File: config.mk
export PLATFORM = sky130hd
export DESIGN_NAME = stream_mux_n
export DESIGN_NICKNAME = d
export VERILOG_FILES = /design/src/rtl/stream_mux_n.sv
export SDC_FILE = /design/constraint.sdc
export NUM_CORES = 1
export LEC_CHECK = 0
export ABC_AREA = 0
export ABC_CLOCK_PERIOD_IN_PS = 2110
export CORE_MARGIN = 5
export CORE_UTILIZATION = 35
export DETAILED_ROUTE_END_ITERATION = 10
export MAX_ROUTING_LAYER = met4
export PLACE_DENSITY_LB_ADDON = 0.08
export SLEW_MARGIN = 20
export SYNTH_ARGS = -nofsm -noshare
export SYNTH_HDL_FRONTEND = slang
export SYNTH_SLANG_ARGS = --single-unit
File: constraint.sdc
create_clock -name clk -period 2.11 [get_ports clk]
set_clock_uncertainty 0.05 [all_clocks]
set_input_delay 0.211 -clock clk [delete_from_list [all_inputs] [get_ports clk]]
set_output_delay 0.211 -clock clk [all_outputs]
set_load 0.02 [all_outputs]
File: src/rtl/stream_mux_n.sv
// N-to-1 stream multiplexer with a registered output stage.
// The source channel is picked by an external select or by round-robin arbitration.
module stream_mux_lane #(
  parameter int MODE = 1,
  parameter int SELW = 2,
  parameter int IDX  = 0
) (
  input  logic            valid,
  input  logic [SELW-1:0] sel,
  input  logic            gnt,
  input  logic            load,
  output logic            req,
  output logic            ready
);
  // With external select a lane only requests while it is the addressed channel.
  assign req   = (MODE == 0) ? (valid && (sel == SELW'(IDX))) : valid;
  assign ready = load && gnt;
endmodule

module stream_mux_n #(
  parameter int WIDTH    = 8,
  parameter int CHANNELS = 4,
  parameter int MODE     = 1,
  localparam int SELW    = (CHANNELS > 1) ? $clog2(CHANNELS) : 1
) (
  input  logic                      clk,
  input  logic                      rst,
  input  logic [CHANNELS*WIDTH-1:0] in_data,
  input  logic [CHANNELS-1:0]       in_valid,
  output logic [CHANNELS-1:0]       in_ready,
  input  logic [SELW-1:0]           sel,
  output logic [WIDTH-1:0]          out_data,
  output logic                      out_valid,
  output logic [SELW-1:0]           out_chan,
  input  logic                      out_ready
);
  logic                load;
  logic [CHANNELS-1:0] req, gnt;
  logic                gnt_vld;
  logic [SELW-1:0]     gnt_idx, last_grant;
  logic [WIDTH-1:0]    gnt_data;
  int                  idx;

  assign load = !out_valid || out_ready;

  genvar k;
  generate
    for (k = 0; k < CHANNELS; k++) begin : g_lane
      assign gnt[k] = gnt_vld && (gnt_idx == SELW'(k));
      stream_mux_lane #(.MODE(MODE), .SELW(SELW), .IDX(k)) u_lane (
        .valid (in_valid[k]),
        .sel   (sel),
        .gnt   (gnt[k]),
        .load  (load),
        .req   (req[k]),
        .ready (in_ready[k])
      );
    end
  endgenerate

  // Round-robin: walk offsets high-to-low so the nearest requester after
  // last_grant is the one left standing.
  always_comb begin
    gnt_vld = 1'b0;
    gnt_idx = '0;
    idx     = 0;
    if (MODE == 0) begin
      for (int i = 0; i < CHANNELS; i++)
        if (req[i]) begin
          gnt_vld = 1'b1;
          gnt_idx = SELW'(i);
        end
    end else begin
      for (int i = CHANNELS; i >= 1; i--) begin
        idx = int'(last_grant) + i;
        if (idx >= CHANNELS) idx = idx - CHANNELS;
        if (req[idx]) begin
          gnt_vld = 1'b1;
          gnt_idx = SELW'(idx);
        end
      end
    end
  end

  always_comb begin
    gnt_data = '0;
    for (int i = 0; i < CHANNELS; i++)
      if (gnt_idx == SELW'(i)) gnt_data = in_data[i*WIDTH +: WIDTH];
  end

  always_ff @(posedge clk or posedge rst) begin
    if (rst) begin
      out_valid  <= 1'b0;
      out_data   <= '0;
      out_chan   <= '0;
      last_grant <= SELW'(CHANNELS - 1);
    end else if (load) begin
      out_valid <= gnt_vld;
      if (gnt_vld) begin
        out_data <= gnt_data;
        out_chan <= gnt_idx;
        if (MODE == 1) last_grant <= gnt_idx;
      end
    end
  end
endmodule

==> results_dict.tcl, run 1 <==
set metrics [dict create \
    clock.fmax_mhz 513.1 \
    wl_per_cell_um 14.66 \
    gr-usage-all-layers_pct 14.98 \
    cp_slowest_cell "clkdlybuf4s50_1" \
    ir_drop_mv 0.4588 \
    place_inst 168 \
    finalSetupViolCount 0 \
    multi_input_area_um2 457.9 \
    vias_per_cell 4.988 \
    wl_met1_mm 1.045 \
    place_ws_ns -0.2717 \
    dp_hpwl_mm 2.045 \
    top_layer "met4" \
    antenna_found_initial 0 \
    start_kind "input pin" \
    via_count 858 \
    clock_sinks 13 \
    met2_length_mm 1.265 \
    route.met3.wl_um 195 \
    slowest_delay_ns 0.59 \
    crit_fanout 4 \
    cts_buffers 3 \
    port_buffers 53 \
    period_minus_slack_ns 1.949 \
    fp.dieH_um 58.98 \
    fillers 210 \
    fin_area_um2 1458 \
    yosysSeqAreaShare_pct 39.05 \
    worstMarginPinSlew_ns 0.4840 \
    mappedNetlistArea_um2 839.6 \
    hold_buffers 0 \
    min_path_type "input pin to asynchronous set/reset pin" \
    drc_errors 0 \
    maxCapViolations 0 \
    post_cts_resized 6 \
    seqCellArea_um2 327.8 \
    yosysWarnings 0 \
    finalWirelength_mm 2.522 \
    place_congestion 0.7593 \
    status "completed" \
    power_density_nw_per_um2 812.5 \
    maxSlewHeadroom_pct 67.70 \
    crit_path_frequent_cell "nor2_1" \
    syn_inst 84 \
    firstDrtPassIters 4 \
    grt_pass1_wl_mm 3.933 \
    clk_latency_ns 0.27 \
    clk_pin_slew_ns 0.08 \
    yosys_register_bits 13 \
    cts_tree "built" \
    area_delta_synth_final_pct 73.62 \
    row_count 17 \
    cp_data_arrival_time_ns 1.69 \
    htreeDepth 1 \
    drt_iter0_drc 15 \
    synth_area_leaders "dfrtp_1 (33%), mux2i_1 (19%), o221ai_1 (8.3%)" \
    core_area_um2 2255 \
    timing.final.ws_setup_ns 0.1610 \
    p_leak_uw 0.0006506 \
    avgSynthCellArea_um2 9.995 \
    maxSlewViolCount 0 \
    post-cts-setup-buffers 0 \
    synth_top_area_share_pct 32.79 \
    hold_ws_ns 0.2042 \
    ys_types 24 \
    grt_pass1_vias 919 \
    required_ns 1.85 \
    drive_gt1_share_pct 20.14 \
    crit_path_end_kind "primary output" \
    fin_crit_sh_pct 92.37 \
    instances_no_fill 172 \
    overflow 0 \
    dieArea_um2 3478 \
    antenna_cells 0 \
    cts-root-buf "clkbuf_4" \
    ant_nets 0 \
    hold_viol_final 0 \
    placed_area_um2 1433 \
    ctsLongestPathBuffers 2 \
    tns_ns 0 \
    syn_nets 125 \
    die_w_um 58.98 \
    synth_area_leader_cell "dfrtp_1" \
    start_util_pct 37.24 \
    cp_cell_sequence "clkdlybuf4s50_1 -> nor2_2 -> nor2_1 -> a21oi_1 -> or2_2 -> nor2_1 -> clkbuf_2" \
    path_class "input pin to primary output" \
    ios 56 \
    nets 186 \
    grt_max_degree 14 \
]
registers in the layout, indices dropped and copies added, names as in the netlist:
register	flops
out_data	8
last_grant	2
out_chan	2
out_valid	1
area by class of cell:
cell class,count,share of cell area (%)
clock buffer,4,1.803
inverter,2,0.5150
multi-input combinational,60,31.42
sequential,13,22.49
tap,28,2.403
timing repair buffer,65,41.37
final timing paths:
check	from	endpoint	slack, ns	cells after the start
min in group clk	out_data[0]	out_data[0]	0.44	2
max	in_valid[0]	in_ready[0]	0.16	7
min reg2reg	out_data[0]	out_data[0]	0.44	2
max reg2reg	last_grant[0]	out_data[7]	0.32	6
min	rst	out_chan[0]	0.20	2
max in group asynchronous	rst	last_grant[1]	1.46	2
per-stage QoR:
step | total power, uW | utilization (%)
final | 1184 | 64.65
after global routing | 1254 | 64.65
after CTS | 1192 | 64.65
after detailed placement | 1046 | 63.54
after global placement | 1035 | 63.54
after floorplan | 752.7 | -
cells by family after synthesis:
| family | after synthesis | share of synthesized area [%] |
|---|---|---|
| simple gates | 27 | 14.60 |
| mux | 18 | 21.76 |
| compound gates | 15 | 16.24 |
| flops | 13 | 39.05 |
| buf+inv | 11 | 8.345 |
layer usage:
metal | GRT usage (%) | up-vias
li1 | - | 423
met1 | 17.80 | 393
met2 | 25.24 | 40
met3 | 3.050 | 2
met4 | 4.854 | 0
met5 | - | -
power breakdown:
part / total, uW / switching [uW] / internal (uW)
Clock: 151 / 78.1 / 73.1
Combinational: 649 / 305 / 344
Sequential: 384 / 50.8 / 333
worst max-delay path, delay by kind of cell:
kind,cells,cell delay [ns]
buffers and inverters,2,0.77
and+or+nand+nor,4,0.62
AOI/OAI and AO/OA,1,0.09
cells in the mapped netlist:
library cell / instances
a21oi_1: 1
buf_4: 5
o21ai_1: 1
o21ai_0: 1
o221ai_1: 8
buf_2: 2
a21boi_1: 1
o211ai_4: 1
o41ai_2: 1
nand2_1: 12
inv_2: 1
clkbuf_1: 1
dfrtp_1: 11
or2_2: 1
mux2i_1: 16
nor2_1: 6
nor2b_1: 4
inv_1: 1
dfstp_2: 2
o22ai_1: 1
mux2_2: 2
buf_6: 1
nand3_1: 1
nand2b_1: 3
placed cells by master (no fill, tap or decap):
cell             synthesis  final
mux2i_1                 16     16
o41ai_4                  0      1
buf_4                    5     12
nor2_2                   0      1
mux2_2                   2      2
o221ai_1                 8      8
dfrtp_1                 11     11
clkbuf_2                 0      4
or2_2                    1      1
o21ai_1                  1      1
clkdlybuf4s50_1          0     48
nand2_1                 12     12
o22ai_1                  1      1
nor2b_1                  4      4
inv_1                    1      1
nand2b_1                 3      2
a21boi_1                 1      1
nand2b_2                 0      1
inv_2                    1      1
nor2_1                   6      5
dfstp_2                  2      2
a21oi_1                  1      1
dlymetal6s2s_1           0      1
clkbuf_4                 0      3
clkbuf_1                 1      1
o21ai_0                  1      1
o211ai_4                 1      1
nand3_1                  1      1
Power figures use the tool's default switching activity.
==> run 2, diff against run 1 <==
==> constraint.sdc (replaced) <==
create_clock -name clk -period 2.11 [get_ports clk]
set_clock_uncertainty 0.05 [all_clocks]
set_input_delay 0.211 -clock clk [delete_from_list [all_inputs] [get_ports clk]]
set_output_delay 0.211 -clock clk [all_outputs]
set_load 0.01 [all_outputs]
==> run 2 against run 1 <==
Net effect:
- worst hold slack gained 0.0027 ns
- maximum frequency fell by 2.6%
- clock-buffer cell count is the same
- final cell count unchanged
- global-route usage fell by 0.84 points
- critical path depth fell by 1
- die area did not move
- design area increased by 1.3%
- combinational power fell by 9.1%
- critical endpoint unchanged
- highest routed layer unchanged
==> results_dict.tcl, run 2 (synthesized netlist as in run 1, its figures left out) <==
set metrics [dict create \
    status "completed" \
    die_w_um 58.98 \
    grt_pass1_wl_mm 3.795 \
    period_minus_slack_ns 2.001 \
    ir_drop_mv 0.4732 \
    finalWirelength_mm 2.344 \
    wl_per_cell_um 13.63 \
    finalSetupViolCount 0 \
    worstMarginPinSlew_ns 0.4828 \
    cts_buffers 3 \
    clk_pin_slew_ns 0.07 \
    required_ns 1.85 \
    cp_data_arrival_time_ns 1.74 \
    power.share.clock_pct 13.0 \
    clk_latency_ns 0.27 \
    maxSlewViolCount 0 \
    drive_gt1_share_pct 17.36 \
    fin_crit_sh_pct 94.82 \
    drt_iter0_drc 9 \
    layout_commonest_cell "clkdlybuf4s50_1" \
    ios 56 \
    vias_per_cell 4.901 \
    maxSlewHeadroom_pct 67.78 \
    via_count 843 \
    place_congestion 0.7409 \
    port_buffers 53 \
    nets 186 \
    intPower_uw 756.9 \
    min_path_type "input pin to asynchronous set/reset pin" \
    p_leak_uw 0.0006717 \
    area_delta_synth_final_pct 75.86 \
    grt_pass1_vias 914 \
    htreeDepth 1 \
    ant_nets 0 \
    largest_reg_flops 8 \
    maxCapViolations 0 \
    core_area_um2 2255 \
    overflow 0 \
    cts_tree "built" \
    gr-usage-all-layers_pct 14.14 \
    clock.fmax_mhz 499.8 \
    start_kind "register" \
    placed_area_um2 1425 \
    power_density_nw_per_um2 759.0 \
    finalPower_uw 1121 \
    combinationalPowerShare_pct 52.7 \
    largest_register "out_data" \
    hold_viol_final 0 \
    firstDrtPassIters 4 \
    crit_fanout 4 \
    netSwitchingPower_uw 363.7 \
    row_count 17 \
    start_util_pct 37.24 \
    clock_sinks 13 \
    ctsLongestPathBuffers 2 \
    biggestRegsByFlops "out_data: 8 flops, last_grant: 2 flops, out_chan: 2 flops" \
    crit_path_end_kind "primary output" \
    fp.dieH_um 58.98 \
    seq_power_share_pct 34.3 \
    path_class "register to primary output" \
    dieArea_um2 3478 \
    antenna_found_initial 0 \
    drc_errors 0 \
    antenna_cells 0 \
    fin_area_um2 1476 \
    power.share.switching_pct 32.45 \
    grt_max_degree 14 \
    dp_hpwl_mm 1.968 \
    final_cell_mix "clkdlybuf4s50_1 (46), mux2i_1 (16), nand2_1 (12), buf_4 (12), dfrtp_1 (11)" \
    cts-root-buf "clkbuf_4" \
]
run 2: what timing repair did:
action	CTS	global route
buffers inserted	0	1
hold buffers	0	0
endpoints found under the setup margin	4	4
gates resized for setup	6	5
run 2: power by group through the flow:
| stage | combinational, uW | clock, uW | sequential (uW) |
|---|---|---|---|
| after floorplan | 283 | 0 | 410 |
| after global placement | 589 | 0 | 384 |
| after detailed placement | 598 | 0 | 384 |
| after CTS | 591 | 155 | 383 |
| after global routing | 639 | 168 | 395 |
| final | 590 | 146 | 384 |
run 2: worst max-delay path, cell delays in order (launching register included):
cell,delay [ns]
dfstp_2,0.38
nand2b_1,0.16
o22ai_1,0.16
a21oi_1,0.08
or2_2,0.32
nor2_1,0.11
dlygate4sd2_1,0.27
run 2: worst paths after layout:
check,startpoint,endpoint,slack [ns],cells after the start
worst max register to register,last_grant[0],out_data[7],0.37,6
worst min register to register,out_chan[1],out_chan[1],0.44,2
max in group asynchronous,rst,last_grant[1],1.45,2
worst max-delay path,last_grant[0],in_ready[0],0.11,6
worst min-delay path,rst,out_chan[1],0.21,2
min in group clk,in_valid[3],out_valid,0.40,4
run 2: routing by layer:
layer / vias to the layer above / global-route usage, % / wire length [um]
met4: 0 / 2.913 / 16
met5: - / - / 0
met2: 37 / 23.66 / 1159
li1: 420 / - / -
met1: 384 / 17.51 / 987
met3: 2 / 3.050 / 181
run 2: cell type report:
type	count	area, um^2
Multi-Input combinational cell	60	459.2
Tap cell	28	35.03
Clock buffer	4	26.28
Timing Repair Buffer	65	620.6
Sequential cell	13	327.8
Inverter	2	7.507
Fill cell	208	778.2
run 2: through the flow:
step                std cells  worst slack (ns)   TNS [ns]  utilization (%)  hold WS (ns)
finish                    172            0.1093          0            65.48        0.2069
global route              172         -0.001882  -0.001882            65.48        0.2610
CTS                       171           0.07063          0            64.26        0.2151
detailed placement        167           -0.2272    -0.7792            63.21        0.4207
global placement          167           -0.1652    -0.6084            63.21        0.4187
floorplan                  84            0.4310          0                -       0.03653
